`src/rtl/rv_ctrl_pkg.sv`:
```
`default_nettype none
// ============================================================================
// Module      : rv_ctrl_pkg
// Description : Shared encodings for the multi-cycle RV32I sequencing control:
//               opcode/funct fields, FSM states, ALU operation codes,
//               write-back and PC source selects, trap causes.
// Revision    : 1.0 - initial release
// ============================================================================
package rv_ctrl_pkg;

    // Major opcodes (instr[6:0])
    localparam logic [6:0] c_opc_op     = 7'b0110011;
    localparam logic [6:0] c_opc_op_imm = 7'b0010011;
    localparam logic [6:0] c_opc_load   = 7'b0000011;
    localparam logic [6:0] c_opc_store  = 7'b0100011;
    localparam logic [6:0] c_opc_branch = 7'b1100011;
    localparam logic [6:0] c_opc_jal    = 7'b1101111;
    localparam logic [6:0] c_opc_jalr   = 7'b1100111;
    localparam logic [6:0] c_opc_lui    = 7'b0110111;

    // funct3 values (instr[14:12])
    localparam logic [2:0] c_f3_add_sub = 3'b000;
    localparam logic [2:0] c_f3_sll     = 3'b001;
    localparam logic [2:0] c_f3_slt     = 3'b010;
    localparam logic [2:0] c_f3_sltu    = 3'b011;
    localparam logic [2:0] c_f3_xor     = 3'b100;
    localparam logic [2:0] c_f3_srl_sra = 3'b101;
    localparam logic [2:0] c_f3_or      = 3'b110;
    localparam logic [2:0] c_f3_and     = 3'b111;
    localparam logic [2:0] c_f3_beq     = 3'b000;
    localparam logic [2:0] c_f3_bne     = 3'b001;
    localparam logic [2:0] c_f3_word    = 3'b010;
    localparam logic [2:0] c_f3_jalr    = 3'b000;

    // funct7 values (instr[31:25])
    localparam logic [6:0] c_f7_base = 7'b0000000;
    localparam logic [6:0] c_f7_alt  = 7'b0100000;

    typedef enum logic [2:0] {
        ST_FETCH  = 3'd0,
        ST_DECODE = 3'd1,
        ST_EXEC   = 3'd2,
        ST_MEM    = 3'd3,
        ST_WB     = 3'd4,
        ST_TRAP   = 3'd5
    } state_e;

    typedef enum logic [3:0] {
        ALU_ADD  = 4'd0,
        ALU_SUB  = 4'd1,
        ALU_AND  = 4'd2,
        ALU_OR   = 4'd3,
        ALU_XOR  = 4'd4,
        ALU_SLT  = 4'd5,
        ALU_SLTU = 4'd6,
        ALU_SLL  = 4'd7,
        ALU_SRL  = 4'd8,
        ALU_SRA  = 4'd9
    } alu_op_e;

    typedef enum logic [1:0] {
        WB_ALU = 2'd0,
        WB_MEM = 2'd1,
        WB_PC4 = 2'd2,
        WB_IMM = 2'd3
    } wb_sel_e;

    typedef enum logic [1:0] {
        PC_PLUS4  = 2'd0,
        PC_BRANCH = 2'd1,
        PC_ALU    = 2'd2
    } pc_sel_e;

    typedef enum logic [1:0] {
        CAUSE_NONE    = 2'd0,
        CAUSE_ILLEGAL = 2'd1,
        CAUSE_TIMEOUT = 2'd2
    } trap_cause_e;

    // Operation selected by funct3 when funct7 carries no modifier
    function automatic alu_op_e f3_base_op(input logic [2:0] f3);
        case (f3)
            c_f3_add_sub: return ALU_ADD;
            c_f3_sll:     return ALU_SLL;
            c_f3_slt:     return ALU_SLT;
            c_f3_sltu:    return ALU_SLTU;
            c_f3_xor:     return ALU_XOR;
            c_f3_srl_sra: return ALU_SRL;
            c_f3_or:      return ALU_OR;
            default:      return ALU_AND;
        endcase
    endfunction

endpackage : rv_ctrl_pkg
`default_nettype wire

```
`src/rtl/alu_decoder.sv`:
```
`default_nettype none
// ============================================================================
// Module      : alu_decoder
// Description : Combinational opcode/funct decoder. Produces the 4-bit ALU
//               operation for the EXEC step and flags illegal encodings.
// Revision    : 1.0 - initial release
// ============================================================================
module alu_decoder
    import rv_ctrl_pkg::*;
#(
    parameter int SUPPORT_LUI = 1
) (
    input  logic [6:0] opcode,
    input  logic [2:0] funct3,
    input  logic [6:0] funct7,
    output logic [3:0] alu_op,
    output logic       illegal
);

    alu_op_e w_op;
    logic    w_illegal;

    // Map the instruction fields to an ALU operation and a legality flag
    always_comb begin
        w_op      = ALU_ADD;
        w_illegal = 1'b0;
        case (opcode)
            c_opc_op: begin
                if (funct7 == c_f7_base) begin
                    w_op = f3_base_op(funct3);
                end else if (funct7 == c_f7_alt && funct3 == c_f3_add_sub) begin
                    w_op = ALU_SUB;
                end else if (funct7 == c_f7_alt && funct3 == c_f3_srl_sra) begin
                    w_op = ALU_SRA;
                end else begin
                    w_illegal = 1'b1;
                end
            end
            c_opc_op_imm: begin
                // Upper immediate bits only act as funct7 for the shifts;
                // ADDI with bit 30 set is still an add.
                w_op = f3_base_op(funct3);
                if (funct3 == c_f3_sll && funct7 != c_f7_base) begin
                    w_illegal = 1'b1;
                end else if (funct3 == c_f3_srl_sra) begin
                    if (funct7 == c_f7_alt) begin
                        w_op = ALU_SRA;
                    end else if (funct7 != c_f7_base) begin
                        w_illegal = 1'b1;
                    end
                end
            end
            c_opc_load, c_opc_store: begin
                w_illegal = (funct3 != c_f3_word);
            end
            c_opc_branch: begin
                w_op      = ALU_SUB;
                w_illegal = (funct3 != c_f3_beq) && (funct3 != c_f3_bne);
            end
            c_opc_jal: begin
                w_op = ALU_ADD;
            end
            c_opc_jalr: begin
                w_illegal = (funct3 != c_f3_jalr);
            end
            c_opc_lui: begin
                w_illegal = (SUPPORT_LUI == 0);
            end
            default: begin
                w_illegal = 1'b1;
            end
        endcase
    end

    assign alu_op  = w_op;
    assign illegal = w_illegal;

endmodule : alu_decoder
`default_nettype wire

```
`src/rtl/multicycle_control_unit.sv`:
```
`default_nettype none
// ============================================================================
// Module      : multicycle_control_unit
// Description : Registered FETCH/DECODE/EXEC/MEM/WB sequencer for a
//               multi-cycle RV32I core with memory handshakes, a request
//               watchdog and a sticky trap state.
// Revision    : 1.0 - initial release
// ============================================================================
module multicycle_control_unit #(
    parameter int MEM_TIMEOUT = 16,
    parameter int SUPPORT_LUI = 1
) (
    input  logic        clk,
    input  logic        rst,
    input  logic [31:0] instr,
    input  logic        alu_zero,
    input  logic        imem_ready,
    input  logic        dmem_ready,
    input  logic        trap_clr,
    output logic        imem_req,
    output logic        dmem_req,
    output logic        dmem_we,
    output logic        ir_write,
    output logic        pc_write,
    output logic        reg_write,
    output logic        alu_src_a,
    output logic        alu_src_b,
    output logic [3:0]  alu_op,
    output logic [1:0]  wb_sel,
    output logic [1:0]  pc_sel,
    output logic        retire,
    output logic        trap,
    output logic [1:0]  trap_cause
);

    import rv_ctrl_pkg::*;

    state_e      state_q, state_d;
    trap_cause_e cause_q, cause_d;

    logic [6:0] w_opcode;
    logic [2:0] w_funct3;
    logic [6:0] w_funct7;
    logic [3:0] w_alu_op;
    logic       w_illegal;
    logic       w_is_load, w_is_store, w_is_branch, w_is_jal, w_is_jalr, w_is_lui;
    logic       w_taken;
    logic       w_req;
    logic       w_ready;
    logic       w_timeout;
    logic       w_unused_instr;

    assign w_opcode       = instr[6:0];
    assign w_funct3       = instr[14:12];
    assign w_funct7       = instr[31:25];
    assign w_unused_instr = ^{instr[24:15], instr[11:7]};

    assign w_is_load   = (w_opcode == c_opc_load);
    assign w_is_store  = (w_opcode == c_opc_store);
    assign w_is_branch = (w_opcode == c_opc_branch);
    assign w_is_jal    = (w_opcode == c_opc_jal);
    assign w_is_jalr   = (w_opcode == c_opc_jalr);
    assign w_is_lui    = (w_opcode == c_opc_lui);

    // Only BEQ/BNE reach EXEC, so funct3 picks the sense of the zero flag
    assign w_taken = (w_funct3 == c_f3_beq) ? alu_zero : ~alu_zero;

    // A memory request is outstanding in FETCH (imem) and MEM (dmem)
    assign w_req   = (state_q == ST_FETCH) || (state_q == ST_MEM);
    assign w_ready = ((state_q == ST_FETCH) && imem_ready) ||
                     ((state_q == ST_MEM)   && dmem_ready);

    alu_decoder #(
        .SUPPORT_LUI (SUPPORT_LUI)
    ) u_alu_decoder (
        .opcode  (w_opcode),
        .funct3  (w_funct3),
        .funct7  (w_funct7),
        .alu_op  (w_alu_op),
        .illegal (w_illegal)
    );

    generate
        if (MEM_TIMEOUT > 0) begin : g_watchdog
            localparam int CNT_W = $clog2(MEM_TIMEOUT + 1);

            logic [CNT_W-1:0] wd_cnt_q, wd_cnt_d;

            // Restart on every state change, count each unanswered request cycle
            always_comb begin
                wd_cnt_d = wd_cnt_q;
                if (state_d != state_q) begin
                    wd_cnt_d = '0;
                end else if (w_req && !w_ready) begin
                    wd_cnt_d = wd_cnt_q + CNT_W'(1);
                end
            end

            // Watchdog counter register
            always_ff @(posedge clk) begin
                if (rst) begin
                    wd_cnt_q <= '0;
                end else begin
                    wd_cnt_q <= wd_cnt_d;
                end
            end

            // The MEM_TIMEOUT-th unanswered cycle fires; a ready in it wins
            assign w_timeout = w_req && !w_ready &&
                               (wd_cnt_q == CNT_W'(MEM_TIMEOUT - 1));
        end else begin : g_no_watchdog
            assign w_timeout = 1'b0;
        end
    endgenerate

    // Next-state and trap-cause selection
    always_comb begin
        state_d = state_q;
        cause_d = cause_q;
        case (state_q)
            ST_FETCH: begin
                if (imem_ready) begin
                    state_d = ST_DECODE;
                end else if (w_timeout) begin
                    state_d = ST_TRAP;
                    cause_d = CAUSE_TIMEOUT;
                end
            end
            ST_DECODE: begin
                if (w_illegal) begin
                    state_d = ST_TRAP;
                    cause_d = CAUSE_ILLEGAL;
                end else begin
                    state_d = ST_EXEC;
                end
            end
            ST_EXEC: begin
                if (w_is_load || w_is_store) begin
                    state_d = ST_MEM;
                end else if (w_is_branch) begin
                    state_d = ST_FETCH;
                end else begin
                    state_d = ST_WB;
                end
            end
            ST_MEM: begin
                if (dmem_ready) begin
                    state_d = w_is_load ? ST_WB : ST_FETCH;
                end else if (w_timeout) begin
                    state_d = ST_TRAP;
                    cause_d = CAUSE_TIMEOUT;
                end
            end
            ST_WB: begin
                state_d = ST_FETCH;
            end
            ST_TRAP: begin
                if (trap_clr) begin
                    state_d = ST_FETCH;
                    cause_d = CAUSE_NONE;
                end
            end
            default: begin
                state_d = ST_FETCH;
                cause_d = CAUSE_NONE;
            end
        endcase
    end

    // State and trap-cause registers
    always_ff @(posedge clk) begin
        if (rst) begin
            state_q <= ST_FETCH;
            cause_q <= CAUSE_NONE;
        end else begin
            state_q <= state_d;
            cause_q <= cause_d;
        end
    end

    // Datapath controls decoded from the state; all held low during reset so
    // a reset mid-instruction never retires or writes the PC
    always_comb begin
        imem_req   = 1'b0;
        dmem_req   = 1'b0;
        dmem_we    = 1'b0;
        ir_write   = 1'b0;
        pc_write   = 1'b0;
        reg_write  = 1'b0;
        alu_src_a  = 1'b0;
        alu_src_b  = 1'b0;
        alu_op     = 4'd0;
        wb_sel     = WB_ALU;
        pc_sel     = PC_PLUS4;
        retire     = 1'b0;
        trap       = 1'b0;
        trap_cause = CAUSE_NONE;
        if (!rst) begin
            case (state_q)
                ST_FETCH: begin
                    imem_req = 1'b1;
                    ir_write = imem_ready;
                end
                ST_EXEC: begin
                    alu_op = w_alu_op;
                    if (w_is_branch) begin
                        retire   = 1'b1;
                        pc_write = 1'b1;
                        pc_sel   = w_taken ? PC_BRANCH : PC_PLUS4;
                    end else if (w_is_jal) begin
                        alu_src_a = 1'b1;
                        alu_src_b = 1'b1;
                    end else if (w_opcode != c_opc_op) begin
                        // I-arith, LOAD/STORE, JALR and LUI use the immediate
                        alu_src_b = 1'b1;
                    end
                end
                ST_MEM: begin
                    dmem_req = 1'b1;
                    dmem_we  = w_is_store;
                    if (dmem_ready && w_is_store) begin
                        retire   = 1'b1;
                        pc_write = 1'b1;
                    end
                end
                ST_WB: begin
                    reg_write = 1'b1;
                    pc_write  = 1'b1;
                    retire    = 1'b1;
                    if (w_is_load) begin
                        wb_sel = WB_MEM;
                    end else if (w_is_jal || w_is_jalr) begin
                        wb_sel = WB_PC4;
                    end else if (w_is_lui) begin
                        wb_sel = WB_IMM;
                    end
                    if (w_is_jal) begin
                        pc_sel = PC_BRANCH;
                    end else if (w_is_jalr) begin
                        pc_sel = PC_ALU;
                    end
                end
                ST_TRAP: begin
                    trap       = 1'b1;
                    trap_cause = cause_q;
                end
                default: begin
                    trap = 1'b0;
                end
            endcase
        end
    end

endmodule : multicycle_control_unit
`default_nettype wire

```
`config.mk`:
```
export PLATFORM = sky130hd
export DESIGN_NAME = multicycle_control_unit
export DESIGN_NICKNAME = d
export VERILOG_FILES = /design/src/rtl/rv_ctrl_pkg.sv /design/src/rtl/alu_decoder.sv /design/src/rtl/multicycle_control_unit.sv
export SDC_FILE = /design/constraint.sdc
export NUM_CORES = 1
export LEC_CHECK = 0
export CORE_MARGIN = 5
export CORE_UTILIZATION = 30
export CTS_CLUSTER_DIAMETER = 50
export CTS_CLUSTER_SIZE = 16
export DETAILED_ROUTE_END_ITERATION = 10
export DONT_BUFFER_PORTS = 1
export MAX_ROUTING_LAYER = met4
export SLEW_MARGIN = 20
export SYNTH_ARGS = -nofsm -noshare
export SYNTH_HDL_FRONTEND = slang
export SYNTH_HIERARCHICAL = 1
export SYNTH_SLANG_ARGS = --single-unit
export TNS_END_PERCENT = 100
```
`constraint.sdc`:
```
create_clock -name clk -period 2.6 [get_ports clk]
set_input_delay 0.52 -clock clk [delete_from_list [all_inputs] [get_ports clk]]
set_output_delay 0.52 -clock clk [all_outputs]
set_load 0.01 [all_outputs]
```
==> results of run 1 <==
path summary, 6_finish.rpt:
path / start / to / slack [ps] / depth (start not counted)
hold reg to reg: cause_q[1] / cause_q[1] / 460 / 2
setup / recovery: state_q[2] / pc_sel[1] / 370 / 4
hold / removal: rst / cause_q[0] / 350 / 1
setup reg to reg: state_q[2] / g_watchdog.wd_cnt_q[1] / 580 / 6
registers in the layout, indices dropped and copies added, names as in the netlist:
| name | count |
|---|---|
| cause_q | 2 |
| g_watchdog.wd_cnt_q | 5 |
| state_q | 3 |
final cells by class:
class	instances	area (um^2)	share of cell area, %
Multi-Input combinational cell	158	1022	72.37
Tap cell	50	62.56	4.429
Sequential cell	10	200.2	14.17
Inverter	5	18.77	1.329
Timing Repair Buffer	9	67.56	4.783
Clock buffer	3	41.29	2.923
power breakdown:
part	internal (mW)	switching [mW]	leakage (nW)	total [mW]
sequential	0.161	0.0103	0.0813	0.171
combinational	0.0653	0.0694	0.406	0.135
clock	0.101	0.0560	0.0216	0.157
synthesized netlist by cell type, types with 4 or more instances:
master,number
nor2b_1,6
inv_1,5
mux2i_1,4
nand2b_1,5
nand3_1,5
nor3_1,9
and3_1,7
xnor2_1,4
clkbuf_1,4
a21oi_1,11
nor2_1,25
nand2_1,13
o21ai_0,9
and2_1,6
dfxtp_1,10
per-layer routing:
metal | GRT usage (%) | up-vias
met4 | 1.165 | 0
met1 | 16.59 | 617
met5 | - | -
met3 | 4.749 | 0
met2 | 19.94 | 37
li1 | - | 675
through the flow:
step                      power [mW]  hold slack, ps  std cells  util [%]  setup WS [ps]
after floorplan               0.2906           439.2        183         -          305.7
after global placement        0.3081           449.4        232     33.56          242.2
after detailed placement      0.3086           464.7        232     33.56          229.9
after CTS                     0.4680           350.3        235     34.57          363.0
after global routing          0.4951           353.6        235     34.57          272.3
final                         0.4626           354.1        235     34.57          370.5
critical path, stage by stage (launching register included):
cell and delay (ps):
dfxtp_1 550, nand2b_1 150, or2_1 320, nor4_1 300
buf_4 170
logic make-up (layout without fill, tap and decap cells):
family          Yosys count  after routing  synth area share, %
xor+xnor                  7              7                4.744
buf+inv                  15             17                5.421
flops                    10             10                15.49
fa+ha+maj                 2              2                1.936
simple gates            101            101                46.18
compound gates           43             43                21.98
mux                       5              5                4.259
==> flow_summary_export.csv, run 1 <==
group,metric,value,unit
sta,rsz0062_at_grt,"false",
detailed_routing,ant_nets,0,
place,place_area,1371,um^2
sta,period_minus_slack,2230,ps
synthesis,synth-edff-count,0,
detailed_routing,wl_met1,1544,um
clocking,cts_tree,"yes",
synthesis,syn_area,1292,um^2
global_route,track_usage,12.84,%
place,gp_congestion,0.7721,
synthesis,synth_area_leaders,"dfxtp_1 15%, nor2_1 7.3%, a21oi_1 4.3%",
flow_run,drv_cap,0,
synthesis,syn-num-nets,223,
synthesis,yosys_warnings,6,
critical_path,crit_path_start_kind,"register",
sta,relSlewSlack,64.07,%
sta,period_share,85.75,%
floorplan,pin_count,58,
worst_hold_path,hold_class,"in -> reg",
synthesis,synth_seq_cells,10,
finish,finish.instance_area,1413,um^2
status,status,"finished clean",
finish,layout.nets,227,
finish,fillCellCount,455,
finish,antenna_cells,0,
critical_path,arrival,1710,ps
global_route,grt_pass1_wl,5630,um
synthesis,netlist.area_leader.share,15.49,%
detailed_routing,met3_wirelength,290,um
floorplan,start_util,31.63,%
synthesis,avgSynthCellArea,7.063,um^2
clocking,clkTransAtPathRegs,50,ps
global_route,grt_pass1_vias,1181,
detailed_routing,drtIter0Drc,112,
clocking,holdBufCountCts,0,
clocking,clock_latency,230,ps
sta,hold_violations,0,
critical_path,required,2080,ps
detailed_routing,drt_first_pass_iters,4,
finish,layout_commonest_cell,"nor2_1",
clocking,cts_root_buf,"clkbuf_8",
clocking,cts_buffers,3,
critical_path,worstSetupPathType,"reg -> out",
floorplan,die_w,75.64,um
global_route,antenna_found_initial,0,
finish,area_growth,9.293,%
finish,drive_gt1_share,12.97,%
synthesis,ys_seq_area_share,15.49,%
global_route,grt_max_degree,16,
place,port_buffers,0,
floorplan,core_area,4086,um^2
critical_path,end_kind,"output port",
clocking,clock_sinks,10,
place,place_hpwl,2678,um
synthesis,yosysUniqueCellTypes,58,
detailed_routing,wire_per_inst,14.47,um
global_route,grt-ovfl-total,0,
clocking,ctsLongestPathBuffers,2,
finish,mostFrequentLayoutCells,"25 x nor2_1, 13 x nand2_1, 11 x a21oi_1, 10 x dfxtp_1",
synthesis,synth_top_area_cell,"dfxtp_1",
power,p_leak,0.5093,nW
synthesis,synth_ff_type,"dfxtp_1",
clocking,htree_levels,1,
detailed_routing,drt_wl_total,3400,um
sta,tightest_slew,535.4,ps
synthesis,postSynthCellCount,183,
detailed_routing,drc_errors,0,
detailed_routing,avgViaCountPerCell,5.655,
floorplan,die-area,5721,um^2
clocking,cts_setup_buffers,0,
detailed_routing,met2WireLength,1564,um
critical_path,crit_fanout,11,
sta,max_freq,448.5,MHz
sta,finalMaxSlewViolations,0,
floorplan,fp.dieH,75.64,um
sta,finalSetupViolCount,0,
detailed_routing,dr_total_vias,1329,
synthesis,async_flop_share,0,%
power,power_density,327.5,nW/um^2
clocking,cts-resized-gates,0,
floorplan,placementRows,23,
sta,fin_setup_tns,0,ps
sta,clock-skew-final,2.595,ps
detailed_routing,dr.max_layer_used,"met3",
power,ir_drop,0.1347,mV
Note: power is estimated with default switching activity, not from simulation.
==> inputs of run 2 (changes only) <==
--- a/config.mk
+++ b/config.mk
@@ -7,12 +7,12 @@
 export LEC_CHECK = 0
 export CORE_MARGIN = 5
 export CORE_UTILIZATION = 30
-export CTS_CLUSTER_DIAMETER = 50
+export CTS_CLUSTER_DIAMETER = 80
 export CTS_CLUSTER_SIZE = 16
 export DETAILED_ROUTE_END_ITERATION = 10
 export DONT_BUFFER_PORTS = 1
 export MAX_ROUTING_LAYER = met4
-export SLEW_MARGIN = 20
+export RECOVER_POWER = 50
 export SYNTH_ARGS = -nofsm -noshare
 export SYNTH_HDL_FRONTEND = slang
 export SYNTH_HIERARCHICAL = 1
==> run 2 against run 1 <==
  * Total power down 1.2%
  * Non-clock buffer count unchanged
  * Combinational power down 3%
  * Via count down 0.45%
  * Sequential power about the same
  * Core utilization down 0.73 points
  * Hold slack better by 2.2 ps
  * Register-to-register slack worse by 160 ps
  * First-iteration DRC count down 13%
  * Fmax down 4.7%
  * Wire length down 0.74%
  * Die area unchanged
==> flow_summary_export.csv, run 2 (synthesis gave the netlist of run 1 again) <==
group,metric,value,unit
floorplan,placementRows,23,
critical_path,r2r-end,"g_watchdog.wd_cnt_q[1]",
critical_path,arrival,2500,ps
critical_path,reg2reg_from,"state_q[2]",
sta,clock-skew-final,0.9235,ps
power,p_total,0.4573,mW
floorplan,pin_count,58,
finish,finish.instance_area,1383,um^2
finish,register_area,200.2,um^2
floorplan,die-area,5721,um^2
detailed_routing,drt_wl_total,3375,um
clocking,htree_levels,1,
power,p_sw_share,29.11,%
clocking,cts_root_buf,"clkbuf_8",
clocking,cts_setup_buffers,0,
sta,finalSetupViolCount,0,
critical_path,crit_end,"g_watchdog.wd_cnt_q[1]",
global_route,antenna_found_initial,0,
power,intPower,0.3242,mW
finish,reg_top3,"g_watchdog.wd_cnt_q: 5 flops, state_q: 3 flops, cause_q: 2 flops",
critical_path,crit_fanout,11,
critical_path,crit_start,"instr[6]",
clocking,cts_buffers,3,
status,status,"finished clean",
clocking,ctsLongestPathBuffers,2,
finish,drive_gt1_share,10.81,%
finish,fillCellCount,461,
clocking,cts-resized-gates,0,
floorplan,die_w,75.64,um
power,power.switching,0.1331,mW
sta,rsz0062_at_grt,"false",
global_route,grt-ovfl-total,0,
sta,period_minus_slack,2339,ps
finish,multiInputGateArea,999.7,um^2
sta,max_freq,427.5,MHz
power,power_density,330.8,nW/um^2
clocking,holdBufCountCts,0,
clocking,clock_latency,230,ps
global_route,grt_use_met3,4.749,%
global_route,grt_pass1_vias,1181,
critical_path,reg2reg_depth,6,
finish,max_flop_register,"g_watchdog.wd_cnt_q",
finish,layout.nets,227,
sta,tightest_slew,536.6,ps
global_route,grt_use_met1,16.59,%
clocking,clkTransAtPathRegs,50,ps
critical_path,crit_path_start_kind,"primary input",
clocking,clock_sinks,10,
place,placed_cells,232,
detailed_routing,wire_per_inst,14.36,um
detailed_routing,drc_errors,0,
detailed_routing,drtIter0Drc,98,
place,place_hpwl,2678,um
finish,layout_commonest_cell,"nor2_1",
finish,area_growth,6.970,%
power,clockPowerShare,34.0,%
critical_path,end_kind,"register",
power,p_leak,0.4892,nW
power,combinationalPowerShare,28.6,%
sta,period_share,89.96,%
place,port_buffers,0,
global_route,grt_pass1_wl,5630,um
detailed_routing,ant_nets,0,
global_route,busiest_layer,"met2",
detailed_routing,avgViaCountPerCell,5.630,
critical_path,required,2760,ps
floorplan,fp.dieH,75.64,um
global_route,grt_max_degree,16,
sta,relSlewSlack,63.99,%
sta,finalMaxSlewViolations,0,
floorplan,start_util,31.63,%
power,seqPwrFrac,37.4,%
critical_path,worstSetupPathType,"in -> reg",
clocking,cts_tree,"yes",
detailed_routing,dr_total_vias,1323,
global_route,grt_use_met2,19.94,%
critical_path,r2r_setup_slack,420,ps
place,gp_congestion,0.7721,
finish,finalNonFillerCells,235,
power,ir_drop,0.1347,mV
flow_run,drv_cap,0,
detailed_routing,drt_first_pass_iters,4,
sta,hold_violations,0,
finish,postLayoutCoreUtil,33.83,%
global_route,track_usage,12.84,%
sta,fin_setup_tns,0,ps
floorplan,core_area,4086,um^2
finish,largest_reg_flops,5,
place,place_area,1371,um^2
finish,mostFrequentLayoutCells,"25 x nor2_1, 13 x nand2_1, 11 x a21oi_1, 10 x dfxtp_1",
finish,antenna_cells,0,
worst_hold_path,hold_class,"in -> reg",
[run 2: how the worst min path moves through the flow]
stage,start,to,slack (ps),cells past startpoint
after floorplan,cause_q[1],cause_q[1],440,2
after global placement,cause_q[1],cause_q[1],450,2
after detailed placement,cause_q[1],cause_q[1],460,2
after CTS,rst,state_q[0],350,1
after global routing,rst,cause_q[0],350,1
final,rst,cause_q[0],360,1
[run 2: critical path, cell delays in order]
cell	delay (ps)
nand2b_1	130
nor4_1	380
o211ai_1	170
nand3_1	180
nor2_1	60
or3_1	370
o211a_1	160
mux2_4	340
nor3b_2	180
[run 2: through the flow]
step / setup WS, ps / hold slack, ps
after global placement: 242.2 / 449.4
after global routing: 183.6 / 353.6
after detailed placement: 229.9 / 464.7
final: 260.9 / 356.3
after CTS: 363.0 / 350.3
after floorplan: 305.7 / 439.2
[run 2: power by group through the flow]
| stage | logic [mW] | registers (mW) | clock network, mW |
|---|---|---|---|
| 3_3_place_gp | 0.134 | 0.174 | 0 |
| 4_1_cts | 0.136 | 0.171 | 0.162 |
| 6_report | 0.131 | 0.171 | 0.155 |
| 3_5_place_dp | 0.135 | 0.174 | 0 |
| 2_1_floorplan | 0.122 | 0.169 | 0 |
| 5_1_grt | 0.147 | 0.172 | 0.172 |
[run 2: per-layer routing]
metal  routed length (um)  part of all wire (%)
met4                    0                     0
met1                 1561                    46
met2                 1541                    46
met3                  272                   8.1
met5                    0                     0
[run 2: layout make-up]
cell class,instances,share of cell area (%)
Multi-Input combinational cell,158,72.31
Timing Repair Buffer,9,4.344
Sequential cell,10,14.48
Inverter,5,1.357
Clock buffer,3,2.986
Tap cell,50,4.525
==> inputs of run 3 (changes only) <==
==> constraint.sdc (replaced) <==
create_clock -name clk -period 2.37 [get_ports clk]
set_input_delay 0.474 -clock clk [delete_from_list [all_inputs] [get_ports clk]]
set_output_delay 0.474 -clock clk [all_outputs]
set_load 0.01 [all_outputs]
==> run 3 against run 2 <==
  * Sequential power rose by 9%
  * Design area rose by 2.4%
  * Worst setup slack got worse by 120 ps
  * Sequential share of layout area fell by 0.35 points
  * Clock skew barely moved
  * Critical path type unchanged
  * Highest routed layer unchanged
==> flow_summary_export.csv, run 3 (synthesis gave the netlist of run 1 again) <==
group,metric,value,unit
status,status,"finished clean",
finish,multiInputGateArea,999.7,um^2
sta,clock-skew-final,0.8882,ps
detailed_routing,ant_nets,0,
clocking,holdBufCountCts,0,
critical_path,worstSetupPathType,"in -> reg",
critical_path,arrival,2390,ps
place,place_hpwl,2718,um
finish,antenna_cells,0,
global_route,track_usage,13.26,%
clocking,cts_setup_buffers,0,
power,ir_drop,0.1956,mV
power,combinationalPowerShare,29.4,%
floorplan,start_util,31.63,%
detailed_routing,drt_wl_total,3544,um
sta,tightest_slew,490.3,ps
global_route,antenna_found_initial,0,
place,port_buffers,0,
sta,finalSetupViolCount,0,
global_route,grt-ovfl-total,0,
critical_path,crit_path_start_kind,"primary input",
critical_path,cp_slowest_cell,"nor4_1",
worst_hold_path,hp-start,"rst",
clocking,cts_buffers,3,
sta,fin_setup_tns,0,ps
worst_hold_path,min_to,"state_q[0]",
place,place_area,1401,um^2
finish,max_flop_register,"g_watchdog.wd_cnt_q",
global_route,grt_pass1_vias,1204,
finish,largest_reg_flops,5,
clocking,cts_tree,"yes",
critical_path,path_delay_family,"simple AND/OR/NAND/NOR gates",
clocking,clock_latency,230,ps
finish,finalNonFillerCells,239,
sta,relSlewSlack,67.31,%
floorplan,fp.dieH,75.64,um
critical_path,crit_chain,"nand2b_1 > nor4_1 > o211ai_1 > nand3_1 > nor2_1 > or3_1 > o211a_1 > mux2_4 > nor3b_2",
sta,finalMaxSlewViolations,0,
floorplan,core_area,4086,um^2
floorplan,placementRows,23,
detailed_routing,drc_errors,0,
critical_path,reg2reg_from,"state_q[1]",
worst_hold_path,whs_path_depth,1,
place,placed_cells,236,
floorplan,pin_count,58,
power,intPower,0.3597,mW
floorplan,die-area,5721,um^2
detailed_routing,avgViaCountPerCell,5.669,
power,clockPowerShare,34.0,%
place,dp_slack,105.1,ps
clocking,cts_root_buf,"clkbuf_8",
sta,hold_violations,0,
critical_path,r2r_setup_slack,290,ps
sta,period_share,93.96,%
detailed_routing,drt_first_pass_iters,5,
clocking,htree_levels,1,
sta,worst_slack,143.1,ps
power,power_density,361.3,nW/um^2
clocking,clkTransAtPathRegs,50,ps
global_route,grt_max_degree,16,
sta,max_freq,449.1,MHz
finish,finish.instance_area,1416,um^2
clocking,clock_sinks,10,
sta,period_minus_slack,2227,ps
place,gp_congestion,0.8073,
finish,postLayoutCoreUtil,34.66,%
finish,drive_gt1_share,13.23,%
power,power.switching,0.1519,mW
critical_path,path_buf_inv,0,
critical_path,slowest_delay,380,ps
power,p_sw_share,29.69,%
critical_path,reg2reg_depth,6,
critical_path,required,2530,ps
finish,mostFrequentLayoutCells,"25 x nor2_1, 13 x nand2_1, 11 x a21oi_1, 11 x buf_4",
flow_run,drv_cap,0,
critical_path,r2r-end,"g_watchdog.wd_cnt_q[4]",
critical_path,end_kind,"register",
finish,register_area,200.2,um^2
finish,area_growth,9.584,%
clocking,cts-resized-gates,0,
critical_path,crit_fanout,11,
detailed_routing,drtIter0Drc,116,
power,seqPwrFrac,36.6,%
finish,reg_top3,"g_watchdog.wd_cnt_q: 5 flops, state_q: 3 flops, cause_q: 2 flops",
worst_hold_path,hold_class,"in -> reg",
finish,fillCellCount,463,
sta,rsz0062_at_grt,"false",
finish,layout_commonest_cell,"nor2_1",
floorplan,die_w,75.64,um
clocking,ctsLongestPathBuffers,2,
detailed_routing,wire_per_inst,14.83,um
detailed_routing,dr_total_vias,1355,
finish,layout.nets,231,
global_route,grt_pass1_wl,5782,um
power,p_leak,0.5160,nW
## run 3: power groups by stage
stage	Clock [mW]	Combinational [mW]	Sequential [mW]
2_1_floorplan	0	0.134	0.185
3_3_place_gp	0	0.151	0.190
3_5_place_dp	0	0.153	0.190
4_1_cts	0.181	0.153	0.187
5_1_grt	0.192	0.167	0.188
6_report	0.174	0.150	0.187
## run 3: routing by layer
layer | part of all wire, % | wire length [um] | track usage (%)
met2 | 45 | 1586 | 20.23
met1 | 47 | 1681 | 18.02
met4 | 0 | 0 | 1.165
met5 | 0 | 0 | -
met3 | 7.8 | 276 | 3.958
## run 3: worst reg2reg max path: stages (launching register included)
cell and delay [ps]:
dfxtp_1 340, clkbuf_1 260, nand2b_1 290, or3_1 440, o211a_1 160, mux2_4 340
nor3b_2 170
## run 3: final cells by class
| class | count | area share, % |
|---|---|---|
| well taps | 50 | 4.417 |
| flip-flops and latches | 10 | 14.13 |
| multi-input cells | 158 | 70.58 |
| clock buffers | 3 | 2.915 |
| inverters | 5 | 1.325 |
| repair buffers | 13 | 6.625 |
## run 3: worst max path at each step
stage | cells after the start | from | end
after floorplan | 10 | instr[14] | g_watchdog.wd_cnt_q[1]
after global placement | 9 | instr[6] | g_watchdog.wd_cnt_q[1]
after detailed placement | 10 | instr[4] | g_watchdog.wd_cnt_q[4]
after CTS | 4 | state_q[2] | pc_sel[1]
after global routing | 10 | instr[6] | cause_q[0]
final | 9 | instr[6] | g_watchdog.wd_cnt_q[4]
## run 3: metrics by stage
step                      total power, mW  hold slack, ps
after floorplan                    0.3188           439.2
after global placement             0.3408           449.4
after detailed placement           0.3430           453.5
after CTS                          0.5218           299.2
after global routing               0.5473           297.8
final                              0.5117           307.8
